--- config.mk ---
export PLATFORM = sky130hd
export DESIGN_NAME = alu_flat
export DESIGN_NICKNAME = d
export VERILOG_FILES = /design/src/rtl/alu_pkg.sv /design/src/rtl/alu_if.sv /design/src/rtl/alu_core.sv /design/src/rtl/alu.sv /design/src/flat_wrapper.sv
export SDC_FILE = /design/constraint.sdc
export NUM_CORES = 1
export LEC_CHECK = 0
export CAP_MARGIN = 20
export CORE_MARGIN = 8
export CORE_UTILIZATION = 42
export CTS_CLUSTER_DIAMETER = 50
export DETAILED_ROUTE_END_ITERATION = 10
export DONT_BUFFER_PORTS = 1
export REMOVE_ABC_BUFFERS = 1
export SKIP_CTS_REPAIR_TIMING = 1
export SLEW_MARGIN = 20
export SYNTH_ARGS = -nofsm -noshare
export SYNTH_HDL_FRONTEND = slang
export SYNTH_SLANG_ARGS = --single-unit
--- constraint.sdc ---
create_clock -name clk -period 1.6 [get_ports clk]
set_clock_uncertainty 0.15 [all_clocks]
set_input_delay 0.4 -clock clk [delete_from_list [all_inputs] [get_ports clk]]
set_output_delay 0.4 -clock clk [all_outputs]
set_load 0.1 [all_outputs]
--- src/rtl/alu_pkg.sv ---
// alu_pkg: shared definitions for the execute-stage ALU.
//   ALU_WIDTH - default datapath width
//   alu_op_e  - 4-bit operation encodings carried on funct3
package alu_pkg;

  localparam int ALU_WIDTH = 32;

  typedef enum logic [3:0] {
    ALU_ADD   = 4'd0,
    ALU_SUB   = 4'd1,
    ALU_AND   = 4'd2,
    ALU_OR    = 4'd3,
    ALU_XOR   = 4'd4,
    ALU_SLL   = 4'd5,
    ALU_SRL   = 4'd6,
    ALU_SRA   = 4'd7,
    ALU_SLT   = 4'd8,
    ALU_SLTU  = 4'd9,
    ALU_PASSB = 4'd10
  } alu_op_e;

endpackage

--- src/rtl/alu_if.sv ---
// alu_if: operand/result bundle between the issue logic and the ALU.
//   a, b, funct3      - operands and operation select (master drives)
//   alu_out, z, c, v  - registered result and flags (slave drives)
// Handshake: none. The ALU accepts a new operation on every rising clock
// edge and presents its result one edge later; there is no valid/ready pair.
interface alu_if #(
  parameter int WIDTH = alu_pkg::ALU_WIDTH
);

  logic [WIDTH-1:0] a;
  logic [WIDTH-1:0] b;
  logic [3:0]       funct3;
  logic             z;
  logic             c;
  logic             v;
  logic [WIDTH-1:0] alu_out;

  modport master (
    output a, b, funct3,
    input  z, c, v, alu_out
  );

  modport slave (
    input  a, b, funct3,
    output z, c, v, alu_out
  );

endinterface

--- src/rtl/alu_core.sv ---
// alu_core: purely combinational compute of result, carry and overflow.
//   a, b    - operands; b[$clog2(WIDTH)-1:0] is the shift amount
//   funct3  - operation select (alu_op_e)
//   result  - operation result
//   c, v    - carry and signed overflow (only ADD/SUB set them)
module alu_core
  import alu_pkg::*;
#(
  parameter int WIDTH = ALU_WIDTH
) (
  input  logic [WIDTH-1:0] a,
  input  logic [WIDTH-1:0] b,
  input  logic [3:0]       funct3,
  output logic [WIDTH-1:0] result,
  output logic             c,
  output logic             v
);

  localparam int SHW = $clog2(WIDTH);

  logic [SHW-1:0] shamt;
  logic [WIDTH:0] add_sum;
  logic [WIDTH:0] sub_sum;

  assign shamt = b[SHW-1:0];

  // One extra bit on each sum holds the carry out. SUB is a + ~b + 1, so its
  // carry out is 1 exactly when no borrow occurs (a >= b unsigned).
  assign add_sum = {1'b0, a} + {1'b0, b};
  assign sub_sum = {1'b0, a} + {1'b0, ~b} + {{WIDTH{1'b0}}, 1'b1};

  always_comb begin
    result = '0;
    c      = 1'b0;
    v      = 1'b0;
    case (funct3)
      ALU_ADD: begin
        result = add_sum[WIDTH-1:0];
        c      = add_sum[WIDTH];
        v      = (a[WIDTH-1] == b[WIDTH-1]) && (add_sum[WIDTH-1] != a[WIDTH-1]);
      end
      ALU_SUB: begin
        result = sub_sum[WIDTH-1:0];
        c      = sub_sum[WIDTH];
        v      = (a[WIDTH-1] != b[WIDTH-1]) && (sub_sum[WIDTH-1] != a[WIDTH-1]);
      end
      ALU_AND:   result = a & b;
      ALU_OR:    result = a | b;
      ALU_XOR:   result = a ^ b;
      ALU_SLL:   result = a << shamt;
      ALU_SRL:   result = a >> shamt;
      ALU_SRA:   result = $unsigned($signed(a) >>> shamt);
      ALU_SLT:   result = {{(WIDTH-1){1'b0}}, ($signed(a) < $signed(b))};
      ALU_SLTU:  result = {{(WIDTH-1){1'b0}}, (a < b)};
      ALU_PASSB: result = b;
      default:   result = '0;
    endcase
  end

endmodule

--- src/rtl/alu.sv ---
// alu: 32-bit execute-stage ALU with a single output register stage.
//   clk    - rising-edge clock
//   rst_n  - asynchronous active-low reset, clears result and flags
//   bus    - alu_if slave: a, b, funct3 in; alu_out, z, c, v out
// Results and flags appear one clock after the operands are presented.
module alu
  import alu_pkg::*;
#(
  parameter int WIDTH = ALU_WIDTH
) (
  input  logic  clk,
  input  logic  rst_n,
  alu_if.slave  bus
);

  logic [WIDTH-1:0] core_result;
  logic             core_c;
  logic             core_v;
  logic             core_z;

  alu_core #(
    .WIDTH (WIDTH)
  ) u_core (
    .a      (bus.a),
    .b      (bus.b),
    .funct3 (bus.funct3),
    .result (core_result),
    .c      (core_c),
    .v      (core_v)
  );

  // Zero is taken from the value about to be registered, so z always
  // describes the alu_out it is presented alongside.
  assign core_z = (core_result == '0);

  always_ff @(posedge clk or negedge rst_n) begin
    if (!rst_n) begin
      bus.alu_out <= '0;
      bus.z       <= 1'b0;
      bus.c       <= 1'b0;
      bus.v       <= 1'b0;
    end else begin
      bus.alu_out <= core_result;
      bus.z       <= core_z;
      bus.c       <= core_c;
      bus.v       <= core_v;
    end
  end

endmodule

--- src/flat_wrapper.sv ---
// flat-port wrapper written by rule: the top's interface ports become plain ports
module alu_flat import alu_pkg::*;
#(
  parameter int WIDTH = ALU_WIDTH
)
  (clk, rst_n, bus_a, bus_b, bus_funct3, bus_z, bus_c, bus_v, bus_alu_out);
  alu_if #(.WIDTH(WIDTH)) bus_i ();
  input  logic clk;
  input  logic rst_n;
  input wire logic [$bits(bus_i.a)-1:0] bus_a;
  input wire logic [$bits(bus_i.b)-1:0] bus_b;
  input wire logic [$bits(bus_i.funct3)-1:0] bus_funct3;
  output wire logic [$bits(bus_i.z)-1:0] bus_z;
  output wire logic [$bits(bus_i.c)-1:0] bus_c;
  output wire logic [$bits(bus_i.v)-1:0] bus_v;
  output wire logic [$bits(bus_i.alu_out)-1:0] bus_alu_out;
  assign bus_i.a = bus_a;
  assign bus_i.b = bus_b;
  assign bus_i.funct3 = bus_funct3;
  assign bus_z = bus_i.z;
  assign bus_c = bus_i.c;
  assign bus_v = bus_i.v;
  assign bus_alu_out = bus_i.alu_out;
  alu #(.WIDTH(WIDTH)) u_core (.clk(clk), .rst_n(rst_n), .bus(bus_i));
endmodule
Yosys cells after proc, flatten, opt, wreduce, memory -nomap -nowiden
Index checks and enable logic that the tools add are counted.
{"block": "word_totals", "regBits": 35, "out_inout_bits": 35}
{"block": "classes", "addsub": 3, "magnitude_cmp": 2, "eq_ne": 14, "shifts": 3, "muxes": 3, "bitwise_logic": 4, "reduce_logical": 4}
{"op": "32-bit case mux with 11 select lines", "n": 1}
{"op": "32-bit by 32-bit adder with 33-bit output", "n": 2}
{"op": "32-bit less-than comparator", "n": 2}
{"op": "33-bit by 1-bit adder with 33-bit output (second input constant)", "n": 1}
{"op": "32-bit AND", "n": 1}
{"op": "32-bit logical NOT", "n": 1}
{"op": "32-bit inverter", "n": 1}
{"op": "32-bit bitwise OR", "n": 1}
{"op": "32-bit by 5-bit << shifter with 32-bit output", "n": 1}
{"op": "32-bit by 5-bit >> shifter with 32-bit output", "n": 1}
{"op": "32-bit by 5-bit >>> shifter with 32-bit output", "n": 1}
{"op": "32-bit bitwise XOR", "n": 1}
{"op": "4-bit by 3-bit == test with 1-bit output (second input constant)", "n": 4}
{"op": "4-bit == test (second input constant)", "n": 3}
{"op": "4-bit by 2-bit == test with 1-bit output (second input constant)", "n": 2}
{"op": "4-bit by 1-bit == test with 1-bit output (second input constant)", "n": 1}
{"op": "4-bit logical NOT", "n": 1}
{"op": "1-bit case mux with 2 select lines", "n": 2}
{"op": "1-bit inequality test", "n": 3}
{"op": "1-bit logical AND", "n": 2}
{"op": "1-bit == test", "n": 1}

Depth between registers and ports, before layout
{"block": "depth", "ltp_word": 6, "depth_mapped": 18, "depth_no_buf": 14}

Hierarchy
Synthesis repeated with hierarchy kept, for this count alone.
{"block": "unflattened", "hier_cells": 1385, "area_unflattened_um2": 9447.8}
{"module": "alu_core", "instances": 1, "cells_per_inst": 1339, "area_each_um2": 8499.4, "seq_area_each_um2": 0.0}
{"module": "alu", "instances": 1, "cells_per_inst": 46, "area_each_um2": 948.4, "seq_area_each_um2": 875.8}

Worst setup path after synthesis
OpenSTA, ideal clock, no wires.
{"block": "synth_path", "kind": "input-to-reg", "start": "input bus_b[3]", "end": "register u_core.bus.z", "arrival_ns": 4.537, "required_ns": 1.378, "slack_ns": -3.159, "cell_stages": 17, "path_buffers": 4, "cell_sequence": "buf_2 > inv_1 > buf_2 > clkbuf_1 > clkbuf_1 > ha_1 > and3_1 > o2bb2ai_1 > a31oi_1 > a21boi_0 > a211oi_1 > nor3_1 > o22a_1 > a31o_2 > or4_1 > or4_1 > nor2_1"}
{"block": "synth_via", "elab_chain_cells": 5, "word_cells_on_any_way": 14}
{"item": "start: declaration", "line_no": "flat_wrapper.sv:11", "source": "input wire logic [$bits(bus_i.b)-1:0] bus_b;"}
{"item": "32-bit inverter", "line_no": "alu_core.sv:30", "source": "assign sub_sum = {1'b0, a} + {1'b0, ~b} + {{WIDTH{1'b0}}, 1'b1};"}
{"item": "32-bit by 32-bit adder with 33-bit output", "line_no": "alu_core.sv:30"}
{"item": "33-bit by 1-bit adder with 33-bit output", "line_no": "alu_core.sv:30"}
{"item": "32-bit case mux with 11 select lines *", "line_no": "alu_core.sv:36", "source": "case (funct3)"}
{"item": "named net u_core.core_result[23]", "line_no": "alu.sv:16", "source": "logic [WIDTH-1:0] core_result;"}
{"item": "32-bit logical NOT *", "line_no": "alu.sv:34", "source": "assign core_z = (core_result == '0);"}
{"item": "named net u_core.core_z", "line_no": "alu.sv:19", "source": "logic core_z;"}
{"item": "end signal: assignment", "line_no": "alu.sv:44", "source": "bus.z <= core_z;"}
{"item": "end: declaration", "line_no": "alu_if.sv:25", "source": "output z, c, v, alu_out"}
The timed path passes the listed nets; every way through them passes the cells marked *.

Worst setup path after layout
{"block": "layout_path", "start": "input bus_b[0]", "end": "register u_core.bus.z"}
Same word-level chain as after synthesis.

==> results.md <==
- Largest net degree at the start of global routing: 100
- CP endpoint kind: flip-flop
- Cell with the most instances after synthesis: nand2_1
- Synth area leaders: ha_1 (11%), mux4_2 (9.3%), dfrtp_1 (7.7%)
- Ys Warns: 0
- Area growth, synth to finish: 47.8%
- Vias per cell: 6.59
- Num CTS Buffers: 5
- Internal: 4.40 mW
- WL final: 63.8 mm
- EDFF count, synth: 0
- Fin crit period: 3.96 ns
- Initial Utilization: 42.5%
- Die width: 181 um
- DRT antenna net count: 0
- CTS max path bufs: 2
- CTS tree: done
- FMAX: 252 MHz
- Detailed placement HPWL: 50.0 mm
- Worst Hold Path Cells: 1
- Design area: 16800 um^2
- Diodes inserted: 0
- Ratio of cells with drive above 1 in the final layout: 41.7%
- Area share of the largest cell type after synthesis: 10.9%
- Root Buffer: clkbuf_16
- Largest area contributor in the netlist: ha_1
- Pwr Density: 513 nW/um^2
- GRT overflow: 0
- Failing checks: negative setup slack
- Setup-failing EPs final: 35
- Result of the run: finished with violations
- Dominant synthesized flop cell: dfrtp_1
- GPL Wtd Cong: 1.05
- Max_cap viols: 0
- Leak Pwr: 7.59 nW
- Chip Height: 181 um
- Worst Path Arrival: 4.05 ns
- Gate power share: 75.8%
- Pre-antenna DRT Iters: 6
- Register area share after synthesis: 7.69%
- Number of fill cells: 2445
- Syn avg cell area: 7.43 um^2
- Fin Hold WS: 0.149 ns
- DP Cell Count: 2291
- RSZ-0062 raised after global routing: true
- Die area: 32600 um^2
- # nets final: 2149
- Worst setup margin: -2.36 ns
- Worst endpoint required time: 1.68 ns
- Net switching power: 4.24 mW
- Tot Pwr: 8.64 mW
- Yosys reg bits: 35
- Final cell count without fillers: 2320
- Relative slew slack: 47.0%
- Per-cell routed wire length: 27.5 um
- Detail Route met2 WL: 28.2 mm
- DP Area: 15400 um^2
- H-tree Lvls: 2
- Cell Area, Synth: 11400 um^2
- Crit start category: primary input
- Initial DRC count: 1929
- Clock-pin slew on the worst setup and hold paths: 0.07 ns
- Initial antenna violation count: 2
- Hold Crit Start: bus_a[31]
- Sequential group share of total power: 12.1%
- WL met3: 6.10 mm
- Final Hold Fails: 0
- Top sig layer: met5
- Period utilization: 248%
- Post-synthesis cell count: 1533
- Vias in the first global route: 14224
- Vias: 15284
- First-pass GRT wire length: 91.3 mm
- Max FO, Critical Path: 99
- Switching Share: 49.0%
- # IOs: 105
- HP Class: primary input to flip-flop
- CTS Sinks: 35
- Fin. max-slew vios: 0
- # rows: 60
- Peak VDD IR: 0.000345 V
- Hold Path Sink: u_core.bus.v
- # DRC: 0
- Metal1 wirelength: 25.9 mm
- Clock Power Share: 12.1%
- Yosys cell types: 88
- Worst-Margin Slew: 0.785 ns
- Commonest cells post-synth: nand2_1 (139), nor2_1 (131), inv_1 (101), ha_1 (99), a21oi_1 (97)
- FFs w/ async S/R, synth: 100%
- PortBufs: 0
- Gr usage total: 36.3%
- Core footprint: 26800 um^2
- Setup Crit Path Kind: primary input to flip-flop
logic make-up after synthesis:
| kind of cell | Yosys count | synth area share [%] |
|---|---|---|
| compound gates | 501 | 31.3 |
| xor+xnor | 15 | 1.15 |
| fa+ha+maj | 101 | 11.2 |
| buf+inv | 235 | 8.39 |
| flops | 35 | 7.69 |
| mux | 141 | 18.2 |
| simple gates | 505 | 22.0 |
area by class of cell:
type | count | area (um^2) | area share (%)
clock buffers | 5 | 125 | 0.743
clock inverters | 3 | 20.0 | 0.119
inverters | 103 | 402 | 2.38
multi-input cells | 1263 | 10600 | 62.7
flip-flops and latches | 35 | 876 | 5.20
well taps | 341 | 427 | 2.53
repair buffers | 570 | 4430 | 26.3
placed cells by master, fill, tap and decap left out, drive strengths merged, types with 39 or more instances in the layout:
cell type | netlist | final
buf | 45 | 569
nand2 | 139 | 139
nor2 | 131 | 131
ha | 99 | 99
inv | 101 | 97
a21oi | 97 | 97
o21ai | 71 | 71
mux2i | 56 | 56
mux4 | 49 | 49
nand3 | 39 | 39
power by group through the flow:
stage | Combinational [mW] | Clock (mW) | Sequential, mW
final | 6.55 | 1.05 | 1.04
after CTS | 5.81 | 1.05 | 1.04
after global placement | 5.77 | 0 | 1.06
after detailed placement | 5.79 | 0 | 1.06
after global routing | 6.84 | 1.07 | 1.05
after floorplan | 2.29 | 0 | 1.99
stage by stage:
stage	utilization, %	setup slack (ns)	setup TNS [ns]
global placement	57.6	-3.08	-59.08
floorplan	-	-2.97	-62.01
CTS	58.2	-2.73	-49.19
finish	62.8	-2.36	-41.72
global route	62.8	-2.44	-43.19
detailed placement	57.6	-3.04	-59.61
worst max-delay path, stage by stage:
cell	delay (ns)
ha_4	0.18
fa_2	0.36
buf_6	0.14
xor2_1	0.15
nand3_1	0.10
a311oi_2	0.12
nor4b_2	0.30
o211ai_1	0.16
or4_1	0.52
or4_4	0.55
nor4_4	0.20
buf_4	0.15
nand4b_1	0.14
or4_4	0.45
nor2_1	0.10
metal layers:
layer | global-route usage (%) | vias up
met3 | 6.67 | 188
met2 | 56.0 | 968
met1 | 47.8 | 7385
met5 | 0 | -
met4 | 18.2 | 4
li1 | - | 6739
state kept, by name, summed over array words and instances (netlist names):
register and cells:
u_core.bus.alu_out 32, u_core.bus.c 1, u_core.bus.v 1, u_core.bus.z 1
worst max path at each step:
stage	slack, ns	cells after the start	endpoint	startpoint
after floorplan	-2.97	13	u_core.bus.z	bus_b[1]
after global placement	-3.08	17	u_core.bus.z	bus_b[13]
after detailed placement	-3.04	17	u_core.bus.z	bus_b[13]
after CTS	-2.73	17	u_core.bus.z	bus_b[13]
after global routing	-2.44	16	u_core.bus.z	bus_b[14]
final	-2.36	15	u_core.bus.z	bus_b[0]
Power figures use the tool's default switching activity.
